**config.mk**
```make
export PLATFORM = sky130hd
export DESIGN_NAME = dmem_arbiter
export DESIGN_NICKNAME = d
export VERILOG_FILES = /design/src/rtl/dmem_arb_pkg.sv /design/src/rtl/rr_arbiter2.sv /design/src/rtl/dmem_arbiter.sv
export SDC_FILE = /design/constraint.sdc
export NUM_CORES = 1
export LEC_CHECK = 0
export ABC_AREA = 1
export BUFFER_PORTS_ARGS = -buffer_cell sky130_fd_sc_hd__buf_4
export CORE_AREA = 4 4 99 101
export DETAILED_ROUTE_END_ITERATION = 10
export DIE_AREA = 0 0 103 105
export PLACE_DENSITY_LB_ADDON = 0.1
export SLEW_MARGIN = 25
export SYNTH_ARGS = -nofsm -noshare
export SYNTH_HDL_FRONTEND = slang
export SYNTH_SLANG_ARGS = --single-unit
```
**constraint.sdc**
```tcl
create_clock -name clk_in -period 2.4 [get_ports clk_in]
set_clock_uncertainty 0.15 [all_clocks]
set_input_delay 0.48 -clock clk_in [delete_from_list [all_inputs] [get_ports clk_in]]
set_output_delay 0.48 -clock clk_in [all_outputs]
set_load 0.02 [all_outputs]
```
**src/rtl/dmem_arb_pkg.sv**
```systemverilog
// dmem_arb_pkg: shared types and port ids for the dmem arbiter
package dmem_arb_pkg;
  typedef logic arb_id_t;
  typedef struct packed {
    logic    valid;
    arb_id_t id;
  } tag_t;
  localparam arb_id_t PORT_CORE = 1'b0;
  localparam arb_id_t PORT_DBG  = 1'b1;
endpackage

```
**src/rtl/rr_arbiter2.sv**
```systemverilog
// rr_arbiter2: two-port round-robin grant logic with the last-grant flop
module rr_arbiter2
  import dmem_arb_pkg::*;
(
  input  logic       clk_in,
  input  logic       rst_n_in,
  input  logic       hold_in,
  input  logic [1:0] valid_in,
  output logic [1:0] grant_out,
  output logic       grant_any_out,
  output arb_id_t    grant_id_out
);
  arb_id_t r_last;
  // on a conflict the port that did not win last time goes first
  always_comb begin
    grant_out = hold_in ? 2'b00 : (&valid_in) ? ((r_last == PORT_DBG) ? 2'b01 : 2'b10) : valid_in;
  end
  assign grant_any_out = |grant_out;
  assign grant_id_out  = grant_out[1] ? PORT_DBG : PORT_CORE;
  always_ff @(posedge clk_in or negedge rst_n_in) begin
    if (!rst_n_in) r_last <= PORT_DBG;
    else if (grant_any_out) r_last <= grant_id_out;
  end
endmodule

```
**src/rtl/dmem_arbiter.sv**
```systemverilog
// dmem_arbiter: round-robin sharing of one BRAM port between core and loader, tagged read returns.
// Defining DMEM_ARB_STATS_EN adds per-port accept counters and a conflict counter.
module dmem_arbiter
  import dmem_arb_pkg::*;
#(
  parameter int ADDR_W  = 14,
  parameter int LATENCY = 2
) (
  input  logic              clk_in,
  input  logic              rst_n_in,
  input  logic              hold_in,
  input  logic [1:0]        req_valid_in,
  output logic [1:0]        req_ready_out,
  input  logic [1:0][31:0]  req_addr_in,
  input  logic [1:0][31:0]  req_wdata_in,
  input  logic [1:0][3:0]   req_wstrb_in,
  output logic [1:0]        rsp_valid_out,
  output logic [31:0]       rsp_data_out,
  output logic [ADDR_W-1:0] mem_addr_out,
  output logic [31:0]       mem_din_out,
  output logic [3:0]        mem_we_out,
  output logic              mem_en_out,
  input  logic [31:0]       mem_dout_in
`ifdef DMEM_ARB_STATS_EN
  ,
  output logic [1:0][31:0]  grant_cnt_out,
  output logic [31:0]       conflict_cnt_out
`endif
);
  logic       w_grant_any;
  arb_id_t    w_grant_id;
  tag_t       r_tag [LATENCY];
  logic [1:0] r_rsp_valid;
  logic [31:0] r_rsp_data;
  logic       w_unused;

  rr_arbiter2 u_arb (
    .clk_in        (clk_in),
    .rst_n_in      (rst_n_in),
    .hold_in       (hold_in),
    .valid_in      (req_valid_in),
    .grant_out     (req_ready_out),
    .grant_any_out (w_grant_any),
    .grant_id_out  (w_grant_id)
  );

  // with no grant the id is PORT_CORE, so addr/din idle on the port-0 request
  assign mem_en_out   = w_grant_any;
  assign mem_addr_out = req_addr_in[w_grant_id][ADDR_W+1:2];
  assign mem_din_out  = req_wdata_in[w_grant_id];
  assign mem_we_out   = w_grant_any ? req_wstrb_in[w_grant_id] : 4'b0000;
  assign w_unused     = ^{req_addr_in[0][31:ADDR_W+2], req_addr_in[0][1:0],
                          req_addr_in[1][31:ADDR_W+2], req_addr_in[1][1:0]};

  // the tag reaches the last stage in the cycle the BRAM presents the word
  always_ff @(posedge clk_in or negedge rst_n_in) begin
    if (!rst_n_in) begin
      for (int i = 0; i < LATENCY; i++) r_tag[i] <= '0;
      r_rsp_valid <= '0;
      r_rsp_data  <= '0;
    end else begin
      r_tag[0] <= tag_t'{valid: w_grant_any, id: w_grant_id};
      for (int i = 1; i < LATENCY; i++) r_tag[i] <= r_tag[i-1];
      r_rsp_valid <= r_tag[LATENCY-1].valid ? ((r_tag[LATENCY-1].id == PORT_DBG) ? 2'b10 : 2'b01) : 2'b00;
      r_rsp_data  <= r_tag[LATENCY-1].valid ? mem_dout_in : 32'h0;
    end
  end

  assign rsp_valid_out = r_rsp_valid;
  assign rsp_data_out  = r_rsp_data;

`ifdef DMEM_ARB_STATS_EN
  logic [1:0][31:0] r_grant_cnt;
  logic [31:0]      r_conflict_cnt;
  always_ff @(posedge clk_in or negedge rst_n_in) begin
    if (!rst_n_in) begin
      r_grant_cnt    <= '0;
      r_conflict_cnt <= '0;
    end else begin
      if (req_ready_out[0]) r_grant_cnt[0] <= r_grant_cnt[0] + 32'd1;
      if (req_ready_out[1]) r_grant_cnt[1] <= r_grant_cnt[1] + 32'd1;
      if ((&req_valid_in) && !hold_in) r_conflict_cnt <= r_conflict_cnt + 32'd1;
    end
  end
  assign grant_cnt_out    = r_grant_cnt;
  assign conflict_cnt_out = r_conflict_cnt;
`endif
endmodule

```
==> flow_summary_export.csv <==
group,metric,value,unit
status,run_status,"finished clean",
drt,drc,0,
die,die_h,105,um
clock_tree,cts_buffer_depth,2,
drt,drt_iter0_markers,62,
critical_path,end_kind,"output pin",
critical_path,critPathRequiredTime,1.77,ns
die,die_area,0.0108,mm^2
run,maxCapViolCount,0,
power,leakage,2.54,nW
timing,finalSetupViolations,0,
clock_tree,clk_latency,0.28,ns
timing,relSlewSlack,64.6,%
placed_design,place_congestion,0.774,
logic_synthesis,syn_inst,290,
critical_path,crit_fanout,21,
logic_synthesis,seq_area_frac_synth,48.2,%
timing,fin_setup_tns,0,ns
global_routing,grt_max_degree,46,
global_routing,grt_util_all_layers,13.8,%
die,num_rows,35,
drt,drt_pass1_iterations,4,
critical_path,cpMaxStageDelayCell,"dfstp_2",
critical_path,crit_type,"flop to output pin",
final_layout,diodes,0,
critical_path,cp-start-kind,"flop",
critical_path,crit_path_start,"u_arb.r_last",
drt,wirelength,7740,um
timing,rsz0062_at_grt,"false",
critical_path,rr_startpoint,"u_arb.r_last",
final_layout,final_common_cell,"buf_4",
timing,worst-slew-pin-transition,0.531,ns
placed_design,io_buffer_count,223,
clock_tree,path_clk_slew,0.07,ns
final_layout,layout_common_cells,"buf_4, nand2_1, inv_1",
die,ios,260,
min_path,min_path_type,"primary input to asynchronous set/reset pin",
logic_synthesis,yosys_warnings,0,
logic_synthesis,synthDistinctLibCells,17,
power,power.internal,1.37,mW
critical_path,critical_path.max_stage_delay,0.56,ns
drt,num_vias,2456,
timing,final_max_slew_viol_count,0,
power,pwr-share-comb,34.9,%
logic_synthesis,syn_area,0.00203,mm^2
critical_path,path_cells,"nand2_4 > nand2_4 > inv_2 > buf_12 > nand2_1 > nand2_1 > buf_4",
die,die_w,103,um
clock_tree,cts.sinks,39,
clock_tree,cts_buffers,5,
drt,via_per_inst,3.94,
global_routing,overflow,0,
power,vdd_drop_max,0.309,mV
final_layout,fin_util,43.8,%
power,switching_share,29.4,%
clock_tree,hold_buffers,0,
global_routing,grt_pass1_wl,11800,um
die,core-area,0.00902,mm^2
final_layout,finalNetCount,685,
final_layout,layout-drive-gt1-share,49.5,%
die,initial_core_util,22.5,%
power,pwr-share-seq,36.6,%
final_layout,area_growth,94.6,%
logic_synthesis,synth.avg_cell_area,6.99,um^2
global_routing,grt_pass1_vias,2466,
timing,post-route-min-period,2.22,ns
power,clockPowerShare,28.5,%
drt,drtAntennaViolNets,0,
power,power_per_cell_area,490,mW/mm^2
power,power,1.93,mW
timing,min_period_over_period,92.3,%
logic_synthesis,synth-seq-cells,39,
power,power.switching,568,uW
clock_tree,htreeDepth,2,
clock_tree,root_buffer,"clkbuf_8",
logic_synthesis,syn_nets,463,
timing,clock.fmax,451,MHz
clock_tree,cts_tree,"built",
global_routing,antenna_found_initial,0,
timing,hold_viol,0,
placed_design,hpwl,6510,um
clock_tree,post_cts_buffers,0,
critical_path,critical_path_arrival,1.59,ns
drt,routedWlPerCell,12.4,um
[synthesized netlist by cell type (all sizes together)]
cell type	count	share of area [%]
a211oi	1	0.37
dfstp	1	1.3
clkbuf	5	0.93
buf	10	4.6
nand2	177	34
nor2	6	1.5
a21oi	5	1.2
o21ai	1	0.25
dfrtp	38	47
nand3	4	0.99
inv	42	7.8
[worst max-delay path, delay by kind of cell, from the launching register on]
| family | cells | cell delay (ns) |
|---|---|---|
| flops | 1 | 0.56 |
| buf+inv | 3 | 0.42 |
| simple gates | 4 | 0.32 |
[sequential cells by signal (all words and copies together) (netlist names)]
register	flops
r_tag	4
rsp_valid_out	2
u_arb.r_last	1
rsp_data_out	32
[what timing repair did]
action                                 4_1_cts  5_1_grt
setup endpoints to repair                    0       38
resized for setup                            0        2
endpoints found under the hold margin        0        0
[power by group through the flow]
| stage | clock network [mW] | logic [mW] | registers [mW] |
|---|---|---|---|
| global placement | 0 | 0.681 | 0.719 |
| floorplan | 0 | 0.259 | 0.756 |
| global route | 0.606 | 0.737 | 0.712 |
| detailed placement | 0 | 0.684 | 0.720 |
| CTS | 0.580 | 0.686 | 0.707 |
| finish | 0.551 | 0.676 | 0.708 |
[cells by family after synthesis]
family,synth area share [%]
and+or+nand+nor,36.7
DFF,48.2
buffers and inverters,13.3
AOI/OAI and AO/OA,1.85
[metal layers]
metal,routed length (um),share of wire (%),vias to the layer above,global-route usage (%)
li1,-,-,1268,-
met5,0,0,-,0
met1,2520,33,1046,14.8
met4,146,1.9,0,4.63
met2,3960,51,132,23.8
met3,1110,14,10,5.81
[worst paths after layout]
check                                    to  slack (ns)  depth (start not counted)
min in group clk_in                r_tag[0]        0.20                          0
min reg2reg                        r_tag[0]        0.20                          0
max reg2reg                        r_tag[2]        1.25                          3
min                        rsp_data_out[10]       0.009                          1
max                         mem_addr_out[4]        0.18                          7
max in group asynchronous      u_arb.r_last        1.74                          1
[final cells by class]
type / instances / area [um^2]
inverters: 42 / 158
flip-flops and latches: 39 / 977
fillers: 930 / 5070
well taps: 111 / 139
clock inverters: 2 / 35.0
repair buffers: 230 / 1760
multi-input cells: 194 / 792
clock buffers: 6 / 82.6
[stage by stage]
| step | hold WS, ns | std cells | cell area, um^2 | setup slack, ns |
|---|---|---|---|---|
| 2_1_floorplan | 0.0344 | 290 | 2030 | 0.289 |
| 3_3_place_gp | 0.183 | 616 | 3820 | 0.231 |
| 3_5_place_dp | 0.186 | 616 | 3820 | 0.231 |
| 4_1_cts | 0.0154 | 624 | 3940 | 0.0603 |
| 5_1_grt | 0.0381 | 624 | 3950 | 0.0504 |
| 6_report | 0.00908 | 624 | 3950 | 0.184 |
Power figures use the tool's default switching activity.
